File: config.mk
export PLATFORM = sky130hd
export DESIGN_NAME = neuron_layer_ctrl
export DESIGN_NICKNAME = d
export VERILOG_FILES = /design/src/rtl/bika_pkg.sv /design/src/rtl/nrn_addr_gen.sv /design/src/rtl/neuron_layer_ctrl.sv
export SDC_FILE = /design/constraint.sdc
export NUM_CORES = 1
export LEC_CHECK = 0
export CAP_MARGIN = 0
export CORE_ASPECT_RATIO = 0.6
export CORE_MARGIN = 1
export CORE_UTILIZATION = 48
export DETAILED_ROUTE_END_ITERATION = 6
export GPL_TIMING_DRIVEN = 0
export PLACE_DENSITY = 0.77
export SYNTH_ARGS = -nofsm -noshare
export SYNTH_HDL_FRONTEND = slang
export SYNTH_SLANG_ARGS = --single-unit
export TNS_END_PERCENT = 20
File: constraint.sdc
create_clock -name sys_clk -period 2.8 [get_ports sys_clk]
set_input_delay 0.28 -clock sys_clk [delete_from_list [all_inputs] [get_ports sys_clk]]
set_output_delay 0.28 -clock sys_clk [all_outputs]
set_load 0.02 [all_outputs]
File: src/rtl/bika_pkg.sv
// Shared types and constants for the neuron layer controller and its address generator.
package bika_pkg;

  localparam int ACT_W       = 8;
  localparam int LEN_W       = 16;
  localparam int WDOG_MAX    = 511;
  localparam int QUANT_STEPS = 255;

  typedef enum logic [2:0] {
    IDLE,
    STREAM,
    DRAIN,
    WAIT_SUM,
    QUANT,
    WRITE,
    NEXT
  } layer_state_t;

  // A layer with no inputs or no neurons cannot run.
  function automatic logic cfg_bad(input logic [LEN_W-1:0] n, input logic [LEN_W-1:0] m);
    return (n == '0) || (m == '0);
  endfunction

endpackage

File: src/rtl/nrn_addr_gen.sv
// Read address generator: k sweeps 0..N-1 per neuron, weight addresses run on from a base that advances by N.
module nrn_addr_gen
  import bika_pkg::*;
#(
  parameter int WT_AW = 16
) (
  input  logic             sys_clk,
  input  logic             sys_rst_n,
  input  logic             run_start,
  input  logic             nrn_next,
  input  logic             nrn_go,
  input  logic [LEN_W-1:0] len,
  output logic             rd_en,
  output logic [LEN_W-1:0] k,
  output logic [WT_AW-1:0] wt_addr,
  output logic             last_rd
);

  logic [WT_AW-1:0] wt_base;
  logic [WT_AW-1:0] base_nxt;

  assign base_nxt = wt_base + WT_AW'(len);
  assign last_rd  = rd_en && (k == len - 16'd1);

  always_ff @(posedge sys_clk or negedge sys_rst_n) begin
    if (!sys_rst_n) begin
      wt_base <= '0;
      wt_addr <= '0;
      k       <= '0;
      rd_en   <= 1'b0;
    end else if (run_start) begin
      wt_base <= '0;
      wt_addr <= '0;
      k       <= '0;
      rd_en   <= 1'b1;
    end else if (nrn_next) begin
      wt_base <= base_nxt;
      if (nrn_go) begin
        wt_addr <= base_nxt;
        k       <= '0;
        rd_en   <= 1'b1;
      end
    end else if (rd_en) begin
      if (last_rd) begin
        rd_en <= 1'b0;
      end else begin
        k       <= k + 16'd1;
        wt_addr <= wt_addr + 1'b1;
      end
    end
  end

endmodule

File: src/rtl/neuron_layer_ctrl.sv
// Sequences one layer: streams N operand pairs per neuron, waits for the neuron's sum and
// quantised output under a watchdog, and writes one result per neuron.
module neuron_layer_ctrl
  import bika_pkg::*;
#(
  parameter int WT_AW  = 16,
  parameter int RES_AW = 10
) (
  input  logic                    sys_clk,
  input  logic                    sys_rst_n,
  input  logic                    start,
  input  logic [LEN_W-1:0]        cfg_in_length,
  input  logic [LEN_W-1:0]        cfg_num_neurons,
  output logic                    busy,
  output logic                    done,
  output logic                    err,
  output logic                    act_rd_en,
  output logic [LEN_W-1:0]        act_addr,
  input  logic signed [ACT_W-1:0] act_rdata,
  output logic                    wt_rd_en,
  output logic [WT_AW-1:0]        wt_addr,
  input  logic signed [ACT_W-1:0] wt_rdata,
  output logic signed [ACT_W-1:0] nrn_activ,
  output logic signed [ACT_W-1:0] nrn_weight,
  output logic                    nrn_in_valid,
  output logic [LEN_W-1:0]        nrn_in_length,
  output logic                    nrn_thr_valid,
  input  logic                    nrn_quant_ready,
  input  logic [ACT_W-1:0]        nrn_out,
  input  logic                    nrn_out_valid,
  output logic                    res_wr_en,
  output logic [RES_AW-1:0]       res_addr,
  output logic [ACT_W-1:0]        res_wdata
);

  layer_state_t     state;
  logic [LEN_W-1:0] m_num;
  logic [LEN_W-1:0] nrn_idx;
  logic [8:0]       wdog;
  logic             start_ok;
  logic             last_nrn;
  logic             last_rd;
  logic             wdog_exp;

  assign start_ok   = (state == IDLE) && start && !cfg_bad(cfg_in_length, cfg_num_neurons);
  assign last_nrn   = (nrn_idx == m_num - 16'd1);
  assign wdog_exp   = (wdog == 9'(WDOG_MAX - 1));
  assign nrn_activ  = act_rdata;
  assign nrn_weight = wt_rdata;
  assign wt_rd_en   = act_rd_en;

  nrn_addr_gen #(
    .WT_AW(WT_AW)
  ) u_addr_gen (
    .sys_clk  (sys_clk),
    .sys_rst_n(sys_rst_n),
    .run_start(start_ok),
    .nrn_next (state == NEXT),
    .nrn_go   ((state == NEXT) && !last_nrn),
    .len      (nrn_in_length),
    .rd_en    (act_rd_en),
    .k        (act_addr),
    .wt_addr  (wt_addr),
    .last_rd  (last_rd)
  );

  always_ff @(posedge sys_clk or negedge sys_rst_n) begin
    if (!sys_rst_n) begin
      state         <= IDLE;
      nrn_in_length <= '0;
      m_num         <= '0;
      nrn_idx       <= '0;
      wdog          <= '0;
      busy          <= 1'b0;
      done          <= 1'b0;
      err           <= 1'b0;
      nrn_in_valid  <= 1'b0;
      nrn_thr_valid <= 1'b0;
      res_wr_en     <= 1'b0;
      res_addr      <= '0;
      res_wdata     <= '0;
    end else begin
      done         <= 1'b0;
      res_wr_en    <= 1'b0;
      // Memory data arrives one cycle after the read, so the valid follows the enable by one cycle.
      nrn_in_valid <= act_rd_en;
      case (state)
        IDLE: begin
          if (start) begin
            nrn_in_length <= cfg_in_length;
            m_num         <= cfg_num_neurons;
            if (cfg_bad(cfg_in_length, cfg_num_neurons)) begin
              err  <= 1'b1;
              done <= 1'b1;
            end else begin
              err     <= 1'b0;
              busy    <= 1'b1;
              nrn_idx <= '0;
              state   <= STREAM;
            end
          end
        end
        STREAM: begin
          if (last_rd) state <= DRAIN;
        end
        DRAIN: begin
          wdog  <= '0;
          state <= WAIT_SUM;
        end
        WAIT_SUM: begin
          if (nrn_quant_ready) begin
            wdog          <= '0;
            nrn_thr_valid <= 1'b1;
            state         <= QUANT;
          end else if (wdog_exp) begin
            err   <= 1'b1;
            done  <= 1'b1;
            busy  <= 1'b0;
            state <= IDLE;
          end else begin
            wdog <= wdog + 9'd1;
          end
        end
        QUANT: begin
          if (nrn_out_valid) begin
            res_wdata     <= nrn_out;
            res_addr      <= RES_AW'(nrn_idx);
            res_wr_en     <= 1'b1;
            nrn_thr_valid <= 1'b0;
            state         <= WRITE;
          end else if (wdog_exp) begin
            nrn_thr_valid <= 1'b0;
            err           <= 1'b1;
            done          <= 1'b1;
            busy          <= 1'b0;
            state         <= IDLE;
          end else begin
            wdog <= wdog + 9'd1;
          end
        end
        WRITE: begin
          // Done is raised here so it lands exactly one cycle after the final write.
          if (last_nrn) begin
            done <= 1'b1;
            busy <= 1'b0;
          end
          state <= NEXT;
        end
        NEXT: begin
          if (last_nrn) begin
            state <= IDLE;
          end else begin
            nrn_idx <= nrn_idx + 16'd1;
            state   <= STREAM;
          end
        end
        default: state <= IDLE;
      endcase
    end
  end

endmodule

---- Yosys cells after proc, flatten, opt, wreduce, memory -nomap -nowiden ----
Cells that the tools add are included.
cells by class
  eq/ne operators ......................... 20
  add/sub/neg operators ................... 7
  reductions and logical operators ........ 26
  muxes and demuxes ....................... 58
operator list
  operator                                            number
  2-to-1 mux 16 bit                                   15
  adder 16 x 1 -> 16 bit, second input constant       3
  == test 16 bit                                      2
  logical NOT 16 bit                                  2
  case mux 16 bit (2 select lines)                    1
  subtractor 16 x 1 -> 16 bit, second input constant  2
  2-to-1 mux 1 bit                                    27
  2-to-1 mux 9 bit                                    3
  case mux 9 bit (3 select lines)                     1
  case mux 3 bit (7 select lines)                     1
  2-to-1 mux 3 bit                                    6
  adder 16 bit                                        1
  inequality test 2 bit, second input constant        8
  adder 9 x 1 -> 9 bit, second input constant         1
  == test 3 bit, second input constant                3
  == test 9 bit, second input constant                1
  AND reduction 3 bit                                 3
  nonzero test 3 bit                                  3
  case mux 1 bit (4 select lines)                     2
  AND reduction 4 bit                                 2
  == test 3 x 2 -> 1 bit, second input constant       2
  inequality test 3 bit, second input constant        2
  AND reduction 2 bit                                 3
  AND reduction 6 bit                                 1
  10 further kinds                                    16
storage, ports and cells
  register bits ........................... 133
  logic and storage cells ................. 128
  bits of input ports ..................... 61
  output and inout bits ................... 90

---- Longest topological paths before layout ----
  depth in word-level cells ............... 7
  gate-level depth with buffers ........... 14
  depth with buffers taken out ............ 11

---- By module ----
A second synthesis with hierarchy kept.
unflattened totals
  cell total of the unflattened synthesis .. 902
  area total of the unflattened synthesis .. 8341.8 µm²
modules (own cells, without submodules)
  module             cells each  area each (µm²)  instances
  neuron_layer_ctrl  444         4520.6           1
  nrn_addr_gen       458         3821.2           1

---- Least setup slack after synthesis ----
OpenSTA, ideal clock, no wires.
  path type ............................... register to register
  start ................................... reg nrn_in_length[0]
  end ..................................... reg u_addr_gen.wt_addr[11]
  path buffers ............................ 3
  cell stages (with the launch flop) ...... 15
  slack ................................... -0.375 ns
  data arrival time ....................... 3.053 ns
  path through ............................ dfrtp_1 inv_1 ha_1 buf_4 xor2_1 or3_1 a2111oi_0 a311oi_1 nor4_4 a21oi_4 o21ai_2 buf_4 buf_6 a21oi_1 o22a_1
between the ends
  word-level cells in the longest chain between the ends .. 5
  elaborated cells between the ends (all ways) .. 9
  those cells by class .................... 2 x add/sub; 2 x eq/ne; 3 x mux; 2 x reduce/logical
RTL lines
  what                                      RTL line                 source
  from (decl)                               neuron_layer_ctrl.sv:26  output logic [LEN_W-1:0] nrn_in_length,
  from (signal assigned)                    neuron_layer_ctrl.sv:90  nrn_in_length <= cfg_in_length;
  subtractor 16 x 1 -> 16 bit               nrn_addr_gen.sv:23       assign last_rd = rd_en && (k == len - 16'd1);
  == test 16 bit                            nrn_addr_gen.sv:23
  logical AND 1 bit                         nrn_addr_gen.sv:23
  inequality test 3 x 2 -> 1 bit (no line)  --
  AND reduction 3 bit (no line)             --
  to (signal assigned)                      nrn_addr_gen.sv:39       wt_addr <= base_nxt;
  to (signal assigned)                      nrn_addr_gen.sv:48       wt_addr <= wt_addr + 1'b1;
  to (decl)                                 nrn_addr_gen.sv:15       output logic [WT_AW-1:0] wt_addr,
Parallel ways exist; a longest one is shown, timed or not. The select of a mux whose other input is x is not followed.
A chain may end at the register's enable or synchronous reset.

---- Worst setup path in the final report ----
  start ................................... in cfg_in_length[10]
  end ..................................... reg u_addr_gen.k[10]
between the ends
  word-level cells in the longest chain between the ends .. 6
  elaborated cells between the ends (all ways) .. 9
  those cells by class .................... 2 x eq/ne; 1 x mux; 6 x reduce/logical
RTL lines
  what                                                           RTL line                 source
  from (decl)                                                    neuron_layer_ctrl.sv:12  input logic [LEN_W-1:0] cfg_in_length,
  logical NOT 16 bit (*)                                         bika_pkg.sv:21           return (n == '0) || (m == '0);
  logical OR 1 bit (*)                                           bika_pkg.sv:21
  logical NOT 1 bit (*)                                          neuron_layer_ctrl.sv:45  assign start_ok = (state == IDLE) && start && !cfg_bad(cfg_in_length, cfg_num_neurons);
  logical AND 1 bit (*)                                          neuron_layer_ctrl.sv:45
  inequality test 3 bit (no line), or another cell as far along  --
  AND reduction 3 bit (no line)                                  --
  to (signal assigned)                                           nrn_addr_gen.sv:47       k <= k + 16'd1;
  to (decl)                                                      nrn_addr_gen.sv:14       output logic [LEN_W-1:0] k,
Mark *: on every way between the ends. The rest lies on a longest branch, timed or not.

==> results.sh <==
export IMPL_io_buffers=134
export IMPL_crit_type="input port to register"
export IMPL_grt_antenna_before_repair=0
export IMPL_ys_seq_elements=133
export IMPL_slew_headroom_pct=35.01
export IMPL_place_ws_ns=-0.8952
export IMPL_yosys_area_share_simple_pct=21.71
export IMPL_yosysWarnings=0
export IMPL_firstDrtPassIters=6
export IMPL_cts_max_level=4
export IMPL_synth_nets=996
export IMPL_synth_edf_count=0
export IMPL_fin_skew_ns=0.009933
export IMPL_grt_pass1_wl_mm=41.18
export IMPL_power_per_cell_area_mw_per_mm2=1047
export IMPL_max_vdd_ir_drop_uv=500.0
export IMPL_cts_buffers=17
export IMPL_final_common_cell="clkdlybuf4s50_1"
export IMPL_vias_per_cell=6.101
export IMPL_synthAdderAreaFrac_pct=3.561
export IMPL_finalSetupViolations=56
export IMPL_ant_nets=0
export IMPL_end_kind="register"
export IMPL_fp_dieW_um=171.7
export IMPL_drc=0
export IMPL_synthArstFlopShare_pct=100.0
export IMPL_crit_required_ns=3.15
export IMPL_synth_compound_area_share_pct=16.26
export IMPL_avgSynthCellArea_um2=9.093
export IMPL_gp_congestion=0.9606
export IMPL_grt_pass1_vias=7489
export IMPL_maxClockFrequency_mhz=298.5
export IMPL_arrival_ns=3.70
export IMPL_rsz0062_at_grt="yes"
export IMPL_placed_area_mm2=0.009995
export IMPL_yosys_area_share_xor_xnor_pct=6.654
export IMPL_nNetsFinal=1174
export IMPL_worstPathCellList="clkdlybuf4s50_1 > nor4_1 > nand4_1 > and3_1 > clkbuf_1 > nor2_1 > and2_4 > buf_6 > a21oi_1 > a31oi_1"
export IMPL_wl_per_cell_um=19.92
export IMPL_cap_violations=0
export IMPL_root_buffer="clkbuf_16"
export IMPL_place_inst=1275
export IMPL_worst_path_largest_cell_delay_ns=0.81
export IMPL_hpwl_mm=18.54
export IMPL_fin_ws_ns=-0.5498
export IMPL_cts_sinks=133
export IMPL_grt_max_degree=75
export IMPL_layout_common_cells="133 x clkdlybuf4s50_1, 130 x dfrtp_1, 86 x nor2_1, 80 x nand2_1, 48 x o21ai_0"
export IMPL_path_clk_slew_ns=0.06
export IMPL_hold_violations=0
export IMPL_violations="negative setup slack"
export IMPL_min_period_ns=3.350
export IMPL_synth_top_family_by_area="simple AND/OR/NAND/NOR gates"
export IMPL_clkLatencyLatePin_ns=0.43
export IMPL_synth_ff_type="dfrtp_1"
export IMPL_initialDrtViolationCount=906
export IMPL_areaGrowthSynthToFinish_pct=33.61
export IMPL_cts_buffer_depth=2
export IMPL_worstPathMaxFanout=10
export IMPL_leakagePower_nw=4.582
export IMPL_core_area_mm2=0.01658
export IMPL_fin_cells=1331
export IMPL_pin_count=151
export IMPL_syn_area_mm2=0.008293
export IMPL_slowest_stage="nor4_1"
export IMPL_synthMuxAreaShare_pct=6.457
export IMPL_initial_core_util_pct=50.03
export IMPL_critPathLaunchType="input port"
export IMPL_post_route_period_util_pct=119.6
export IMPL_grt_util_all_layers_pct=30.21
export IMPL_drv_slew=0
export IMPL_die_h_um=103.8
export IMPL_design_area_mm2=0.01108
export IMPL_min_path_type="input port to register"
export IMPL_drive_gt1_share_pct=18.22
export IMPL_totalWireLength_mm=26.52
export IMPL_tightestPinTransition_ns=0.9712
export IMPL_vias=8121
export IMPL_cts_tree="done"
export IMPL_synthCells=912
export IMPL_dieArea_mm2=0.01782
export IMPL_status="finished with violations"
export IMPL_rows=36
export IMPL_diodes=0
export IMPL_yosysSeqAreaShare_pct=40.13
export IMPL_synth_cell_types=78
export IMPL_grt_overflow_total=0
worst paths after layout:
kind	startpoint	end	slack (ns)	depth (start not counted)
min in group asynchronous	sys_rst_n	res_wdata[0]	0.46	2
min	cfg_num_neurons[8]	m_num[8]	0.44	3
max in group asynchronous	sys_rst_n	nrn_in_length[10]	1.58	3
min reg2reg	u_addr_gen.rd_en	nrn_in_valid	0.49	0
max	cfg_in_length[10]	u_addr_gen.k[10]	-0.55	10
max reg2reg	nrn_in_length[0]	u_addr_gen.wt_addr[11]	-0.51	15
cells in the mapped netlist, types with 5 or more instances:
master	number	share of area [%]
dfrtp_1	133	40
nor2_1	88	4.0
nand2_1	82	3.7
a21oi_1	55	3.3
o21ai_0	53	3.2
mux2_2	44	6.0
xnor2_1	36	3.8
nand3_1	33	2.0
clkbuf_1	29	1.3
nor3_1	27	1.6
xor2_1	27	2.9
buf_4	22	2.0
ha_1	22	3.3
inv_1	22	1.0
nand4_1	19	1.4
and3_1	18	1.4
nor4_1	16	1.2
or3_1	13	0.98
a21o_1	12	1.1
a31oi_1	12	0.91
a211oi_1	9	0.81
nand2b_1	8	0.60
nor2b_1	8	0.60
o211ai_1	6	0.54
o31ai_1	6	0.54
or4_1	6	0.54
and2_1	5	0.38
buf_1	5	0.23
o21ai_1	5	0.30
metrics by stage:
stage | power, mW | setup TNS (ns) | hold slack (ns) | util (%)
after floorplan | 6.753 | -3.389 | -0.01559 | -
after global routing | 12.23 | -23.38 | 0.4776 | 66.85
after global placement | 8.510 | -568.32 | 0.4718 | 60.12
final | 11.60 | -17.76 | 0.4404 | 66.85
after CTS | 11.30 | -12.80 | 0.4448 | 65.84
after detailed placement | 8.665 | -35.17 | 0.3673 | 60.30
flip-flops by register name (all words and copies together), names as in the netlist, 3 cells and up:
register / count
state: 3
nrn_in_length: 16
u_addr_gen.wt_addr: 16
res_addr: 10
u_addr_gen.k: 16
res_wdata: 8
nrn_idx: 16
m_num: 16
u_addr_gen.wt_base: 16
wdog: 9
power breakdown:
| group | total, mW | switching, mW | leakage, nW | internal, mW |
|---|---|---|---|---|
| clock network | 2.32 | 0.982 | 0.289 | 1.34 |
| logic | 5.90 | 3.23 | 2.57 | 2.67 |
| registers | 3.38 | 0.820 | 1.72 | 2.56 |
| total | 11.6 | 5.03 | 4.58 | 6.56 |
routing by layer:
layer	wire, µm	GRT usage [%]	vias up
met2	10810	39.65	478
met1	12300	47.90	3954
met4	402	8.992	0
li1	-	-	3650
met3	3002	7.031	39
met5	0	0	-
critical path: cells and delay by family:
family	cells	cell delay (ns)
AND/OR/NAND/NOR	5	2.45
AO/OA/AOI/OAI	2	0.20
buffers and inverters	3	0.75
timing repair:
item	in CTS	in global routing
gates resized for setup	48	27
endpoints found under the hold margin	73	0
endpoints found under the setup margin	62	63
gates cloned	0	1
pin swaps	24	10
hold buffers	1	0
buffers inserted	17	6
cells by family after synthesis:
family                   Yosys count
flip-flops                       133
adder cells (fa/ha/maj)           23
AND/OR/NAND/NOR                  350
XOR/XNOR                          63
multiplexers                      48
buffers and inverters             86
AO/OA/AOI/OAI                    209
cell type report:
class                   count  area, µm²
fillers                  1340       5495
multi-input cells         693       4795
flip-flops and latches    133       3332
repair buffers            159       1585
clock buffers              17      425.4
plain buffers              63      402.9
well taps                 228      285.3
clock inverters            15      168.9
inverters                  23      86.33
Note: power is estimated with default switching activity, not from simulation.
